[src/rtl/sonar_trigger_fsm.sv]
// rtl/sonar_trigger_fsm.sv - sonar trigger/echo-gate sequencer; optional echo filter via ECHO_DEGLITCH_EN
module sonar_trigger_fsm #(
    parameter int TRIG_CYCLES    = 500,
    parameter int TIMEOUT_CYCLES = 1900000,
    parameter int PERIOD_CYCLES  = 3000000,
    parameter int CNT_W          = 22
) (
    input  logic clk,
    input  logic rst,
    input  logic enable,
    input  logic echo,
    output logic trig,
    output logic gate,
    output logic done,
    output logic timeout
);

    typedef enum logic [2:0] {
        IDLE      = 3'd0,
        TRIG      = 3'd1,
        WAIT_ECHO = 3'd2,
        MEASURE   = 3'd3,
        HOLD      = 3'd4
    } state_t;

    localparam logic [CNT_W-1:0] TRIG_LAST = CNT_W'(TRIG_CYCLES - 1);
    localparam logic [CNT_W-1:0] TO_LAST   = CNT_W'(TIMEOUT_CYCLES - 1);
    localparam logic [CNT_W-1:0] PER_LAST  = CNT_W'(PERIOD_CYCLES - 1);
    localparam logic [CNT_W-1:0] CNT_ONE   = CNT_W'(1);

    state_t           state, state_d;
    logic [CNT_W-1:0] cnt, cnt_d;
    logic [CNT_W-1:0] per, per_d;
    logic             echo_m, echo_q, echo_s, echo_prev;
    logic             echo_rise, echo_fall;
    logic             trig_d, gate_d, done_d, timeout_d;

    always_ff @(posedge clk or posedge rst) begin
        if (rst) begin
            echo_m    <= 1'b0;
            echo_q    <= 1'b0;
        end else begin
            echo_m    <= echo;
            echo_q    <= echo_m;
        end
    end

`ifdef ECHO_DEGLITCH_EN
    // Output follows the synchronized level only once it has held for four samples.
    logic [2:0] hist;
    logic       echo_f;

    always_ff @(posedge clk or posedge rst) begin
        if (rst) begin
            hist   <= 3'b000;
            echo_f <= 1'b0;
        end else begin
            hist   <= {hist[1:0], echo_q};
            echo_f <= echo_s;
        end
    end

    assign echo_s = (hist == {3{echo_q}}) ? echo_q : echo_f;
`else
    assign echo_s = echo_q;
`endif

    always_ff @(posedge clk or posedge rst) begin
        if (rst) begin
            echo_prev <= 1'b0;
        end else begin
            echo_prev <= echo_s;
        end
    end

    assign echo_rise = echo_s & ~echo_prev;
    assign echo_fall = ~echo_s & echo_prev;

    always_ff @(posedge clk or posedge rst) begin
        if (rst) begin
            state <= IDLE;
            cnt   <= '0;
            per   <= '0;
        end else begin
            state <= state_d;
            cnt   <= cnt_d;
            per   <= per_d;
        end
    end

    always_comb begin
        state_d = state;
        cnt_d   = cnt + CNT_ONE;
        per_d   = (per == PER_LAST) ? per : per + CNT_ONE;
        case (state)
            IDLE: begin
                cnt_d = '0;
                if (enable) begin
                    state_d = TRIG;
                end
            end
            TRIG: begin
                if (cnt == TRIG_LAST) begin
                    state_d = WAIT_ECHO;
                    cnt_d   = '0;
                end
            end
            WAIT_ECHO: begin
                // A rise seen on the final wait cycle still starts a measurement.
                if (echo_rise) begin
                    state_d = MEASURE;
                    cnt_d   = '0;
                end else if (cnt == TO_LAST) begin
                    state_d = HOLD;
                    cnt_d   = '0;
                end
            end
            MEASURE: begin
                if (echo_fall || (cnt == TO_LAST)) begin
                    state_d = HOLD;
                    cnt_d   = '0;
                end
            end
            HOLD: begin
                cnt_d = '0;
                if (per == PER_LAST) begin
                    state_d = enable ? TRIG : IDLE;
                end
            end
            default: begin
                state_d = IDLE;
                cnt_d   = '0;
            end
        endcase
        if ((state_d == TRIG) && (state != TRIG)) begin
            per_d = '0;
        end
    end

    always_comb begin
        trig_d    = (state_d == TRIG);
        gate_d    = (state_d == MEASURE);
        done_d    = (state == MEASURE) && echo_fall;
        timeout_d = timeout;
        if ((state == WAIT_ECHO) && (state_d == HOLD)) begin
            timeout_d = 1'b1;
        end
        // A falling edge on the timeout cycle counts as a valid measurement.
        if ((state == MEASURE) && (state_d == HOLD)) begin
            timeout_d = ~echo_fall;
        end
    end

    always_ff @(posedge clk or posedge rst) begin
        if (rst) begin
            trig    <= 1'b0;
            gate    <= 1'b0;
            done    <= 1'b0;
            timeout <= 1'b0;
        end else begin
            trig    <= trig_d;
            gate    <= gate_d;
            done    <= done_d;
            timeout <= timeout_d;
        end
    end

endmodule

[config.mk]
export PLATFORM = sky130hd
export DESIGN_NAME = sonar_trigger_fsm
export DESIGN_NICKNAME = d
export VERILOG_FILES = /design/src/rtl/sonar_trigger_fsm.sv
export SDC_FILE = /design/constraint.sdc
export NUM_CORES = 1
export LEC_CHECK = 0
export ABC_AREA = 1
export CAP_MARGIN = 15
export CORE_UTILIZATION = 30
export CTS_BUF_LIST = sky130_fd_sc_hd__clkbuf_4 sky130_fd_sc_hd__clkbuf_8
export CTS_CLUSTER_SIZE = 16
export DETAILED_ROUTE_END_ITERATION = 6
export PLACE_DENSITY = 0.47
export SYNTH_ARGS = -nofsm -noshare
export SYNTH_HDL_FRONTEND = slang
export SYNTH_SLANG_ARGS = --single-unit
[constraint.sdc]
create_clock -name clk -period 3.1 [get_ports clk]
set_input_delay 0.93 -clock clk [delete_from_list [all_inputs] [get_ports clk]]
set_output_delay 0.93 -clock clk [all_outputs]
set_load 0.02 [all_outputs]
==> flow_metrics.py <==
metrics = {
    "sta": {
        "post-route-min-period_ns": 2.19,
        "fmaxAchievable_mhz": 457,
        "worst-slew-pin-transition_ns": 0.530,
        "worst_clock_skew_ns": 0.00672,
        "final_max_slew_viol_count": 0,
        "timing.final.crit_share_pct": 70.6,
        "slew_headroom_pct": 64.6,
        "finalSetupViolations": 0,
        "setup_tns_ns": 0,
        "timing_hold_violations_final": 0,
        "rsz0062_at_grt": "false",
    },
    "worst_setup_path": {
        "critical_path.max_stage_delay_ns": 0.60,
        "timing.reg2reg.worst_path_depth": 8,
        "timing.critical_path.cells": "clkdlybuf4s50_1",
        "cpMaxStageDelayCell": "sky130_fd_sc_hd__clkdlybuf4s50_1",
        "worstSetupPathType": "flop to output pin",
        "worstReg2RegEnd": "cnt[17]$_DFF_PP0_",
        "cp-end-kind": "output pin",
        "worstReg2RegStart": "cnt[0]$_DFF_PP0_",
        "worst_path_dominant_cell_family": "buffers and inverters",
        "critPathLaunchType": "flop",
        "regToRegSetupSlack_ns": 0.93,
        "worst_ep_required_time_ns": 2.17,
        "cp_num_buf_inv": 1,
        "arrival_ns": 1.26,
        "crit_path_max_fanout": 2,
    },
    "die": {
        "core_area_mm2": 0.0103,
        "die_area_mm2": 0.0111,
        "floorplan.initialDensity_pct": 30.9,
        "die-height_um": 105,
        "dieWidth_um": 105,
        "top_level_port_count": 8,
        "rows": 37,
    },
    "cts": {
        "cts.hold.buffers_added": 0,
        "postCtsSetupRepairBufs": 0,
        "tritoncts": "done",
        "cts_max_level": 2,
        "clockBufferDepth": 2,
        "clock_insertion_delay_worst_skew_ns": 0.30,
        "clock_sink_count": 54,
        "clock_transition_at_the_register_clock_pins_on_the_worst_setup_and_hold_paths_after_cts_ns": 0.10,
        "clock_tree.root_cell": "sky130_fd_sc_hd__clkbuf_8",
        "cts-resized-gates": 0,
        "cts_made_buffers": 5,
    },
    "detailed_routing": {
        "postRouteWirelength_um": 6680,
        "post-route-drc-count": 0,
        "detail_route.wl_per_cell_um": 11.5,
        "antenna_left": 0,
        "detail_route.first_pass.iterations": 4,
        "first_iter_violations": 117,
        "num_vias": 2536,
        "vias_per_cell": 4.36,
    },
    "finish": {
        "diodes": 0,
        "fill_cells": 1101,
        "drive_above_1_share_pct": 8.76,
        "final-seq-area_mm2": 0.00135,
        "syn2layout_area_growth_pct": 10.9,
        "finalNetCount": 450,
        "mostFrequentLayoutCell": "sky130_fd_sc_hd__nand2_1",
        "most_used_cells_in_the_layout_excluding_fill_and_tap_cells": "93 x sky130_fd_sc_hd__nand2_1, 83 x sky130_fd_sc_hd__inv_1, 66 x sky130_fd_sc_hd__nor2_1",
        "finalNonFillerCells": 581,
        "multi_input_area_mm2": 0.00146,
    },
    "yosys": {
        "synth_cell_type_count": 30,
        "post_synth_main_area_contributors": "sky130_fd_sc_hd__dfrtp_1 42%, sky130_fd_sc_hd__nand2_1 11%, sky130_fd_sc_hd__inv_1 9.9%",
        "synthesis.instances": 433,
        "synthSimpleGateAreaFrac_pct": 34.0,
        "synth-compound-area-share_pct": 3.06,
        "synth.area.mux_share_pct": 0.353,
        "netlist_area_before_placement_mm2": 0.00319,
        "synthDominantCellAreaShare_pct": 42.4,
        "ys_seq_elements": 54,
        "synth_adder_area_share_pct": 0.784,
        "synth_sequential_area_ratio_pct": 42.4,
        "syn-mean-instance-area_um2": 7.37,
        "largest_family_of_logic_cells_by_synthesized_area": "simple AND/OR/NAND/NOR gates",
        "synthFlopType": "sky130_fd_sc_hd__dfrtp_1",
        "synth_enable_flop_cells": 0,
        "synth_top_cell_by_area": "sky130_fd_sc_hd__dfrtp_1",
        "syn-num-nets": 439,
        "yosys.area_share.xor_xnor_pct": 7.41,
        "async_reset_ff_share_pct": 100,
        "synth.yosys.warnings": 0,
    },
    "min_path": {
        "hold_wc_startpoint": "echo_m$_DFF_PP0_",
        "timing.hold.worst_endpoint": "echo_q$_DFF_PP0_",
        "worst_hold_path_type": "flop to flop",
        "timing.hold.worst_path_depth": 0,
    },
    "placement": {
        "dpl.cell_count": 573,
        "detailedPlacementHpwl_um": 5160,
        "buffers_added_on_ports": 7,
        "globalplace.congestion": 0.843,
    },
    "power_and_ir_drop": {
        "design_power_total_uw": 1310,
        "cellPowerDensity_mw_per_mm2": 370,
        "worst_ir_drop_vdd_mv": 0.179,
        "leak_pwr_uw": 0.00183,
    },
    "grt": {
        "globalRouteTotalUtil_pct": 13.3,
        "grt_remaining_overflow": 0,
        "antenna_found_initial": 0,
        "grt_max_degree": 23,
        "first_global_vias": 2542,
        "grt_first_pass_wirelength_um": 11900,
    },
    "run": {
        "drv.max_cap_violation_count": 0,
    },
    "status": {
        "outcome": "finished clean",
    },
}
[cells by family (layout without fill, tap and decap cells)]
group                    count (synthesis)  in the layout
adder cells (fa/ha/maj)                  2              2
XOR/XNOR                                27             27
AND/OR/NAND/NOR                        238            238
buffers and inverters                   94            106
multiplexers                             1              1
flip-flops                              54             54
AO/OA/AOI/OAI                           17             17
[worst max path at each step]
stage,from,endpoint,slack [ns],depth (start not counted)
after floorplan,rst,cnt[0]$_DFF_PP0_,0.86,1
after global placement,enable,per[18]$_DFFE_PP0P_,0.63,8
after detailed placement,enable,per[7]$_DFFE_PP0P_,0.59,8
after CTS,timeout$_DFFE_PP0P_,timeout,0.89,1
after global routing,cnt[0]$_DFF_PP0_,cnt[17]$_DFF_PP0_,0.71,8
final,timeout$_DFFE_PP0P_,timeout,0.91,1
[final cells by class]
| class | instances | share of cell area [%] |
|---|---|---|
| clock buffer | 6 | 2.33 |
| timing repair buffer | 9 | 2.40 |
| inverter | 89 | 9.44 |
| clock inverter | 2 | 1.70 |
| sequential | 54 | 38.2 |
| multi-input combinational | 285 | 41.1 |
| tap | 136 | 4.81 |
[synth_stat cells, drive strengths merged (2+ instances only)]
cell type / number
nand2: 99
inv: 89
nor2: 72
dfrtp: 54
nand3: 30
nor3: 20
xor2: 19
nand4: 14
o21ai: 10
xnor2: 8
buf: 5
a31oi: 2
ha: 2
[state kept, by name, summed over array words and instances (netlist names)]
register and count:
cnt 22, done 1, echo_m 1, echo_prev 1, echo_q 1, gate 1
per 22, state 3, timeout 1, trig 1
[report_power, final]
group,total [uW],internal (uW),switching [uW]
combinational,22.7,6.18,16.5
sequential,707,706,0.835
clock,581,345,236
[stage by stage]
stage	hold WS, ns	setup slack (ns)	util [%]	instance area [um^2]
final	0.370	0.911	34.3	3540
after global routing	0.383	0.708	34.3	3540
after CTS	0.381	0.886	34.3	3540
after detailed placement	0.356	0.595	32.9	3400
after global placement	0.352	0.633	32.9	3400
after floorplan	0.331	0.855	-	3190
[metal layers]
metal	wire, um	global-route usage (%)
met5	0	0
met3	170	2.12
met4	80	4.63
met2	3010	21.3
met1	3410	18.3
(Power assumes the default switching activity.)
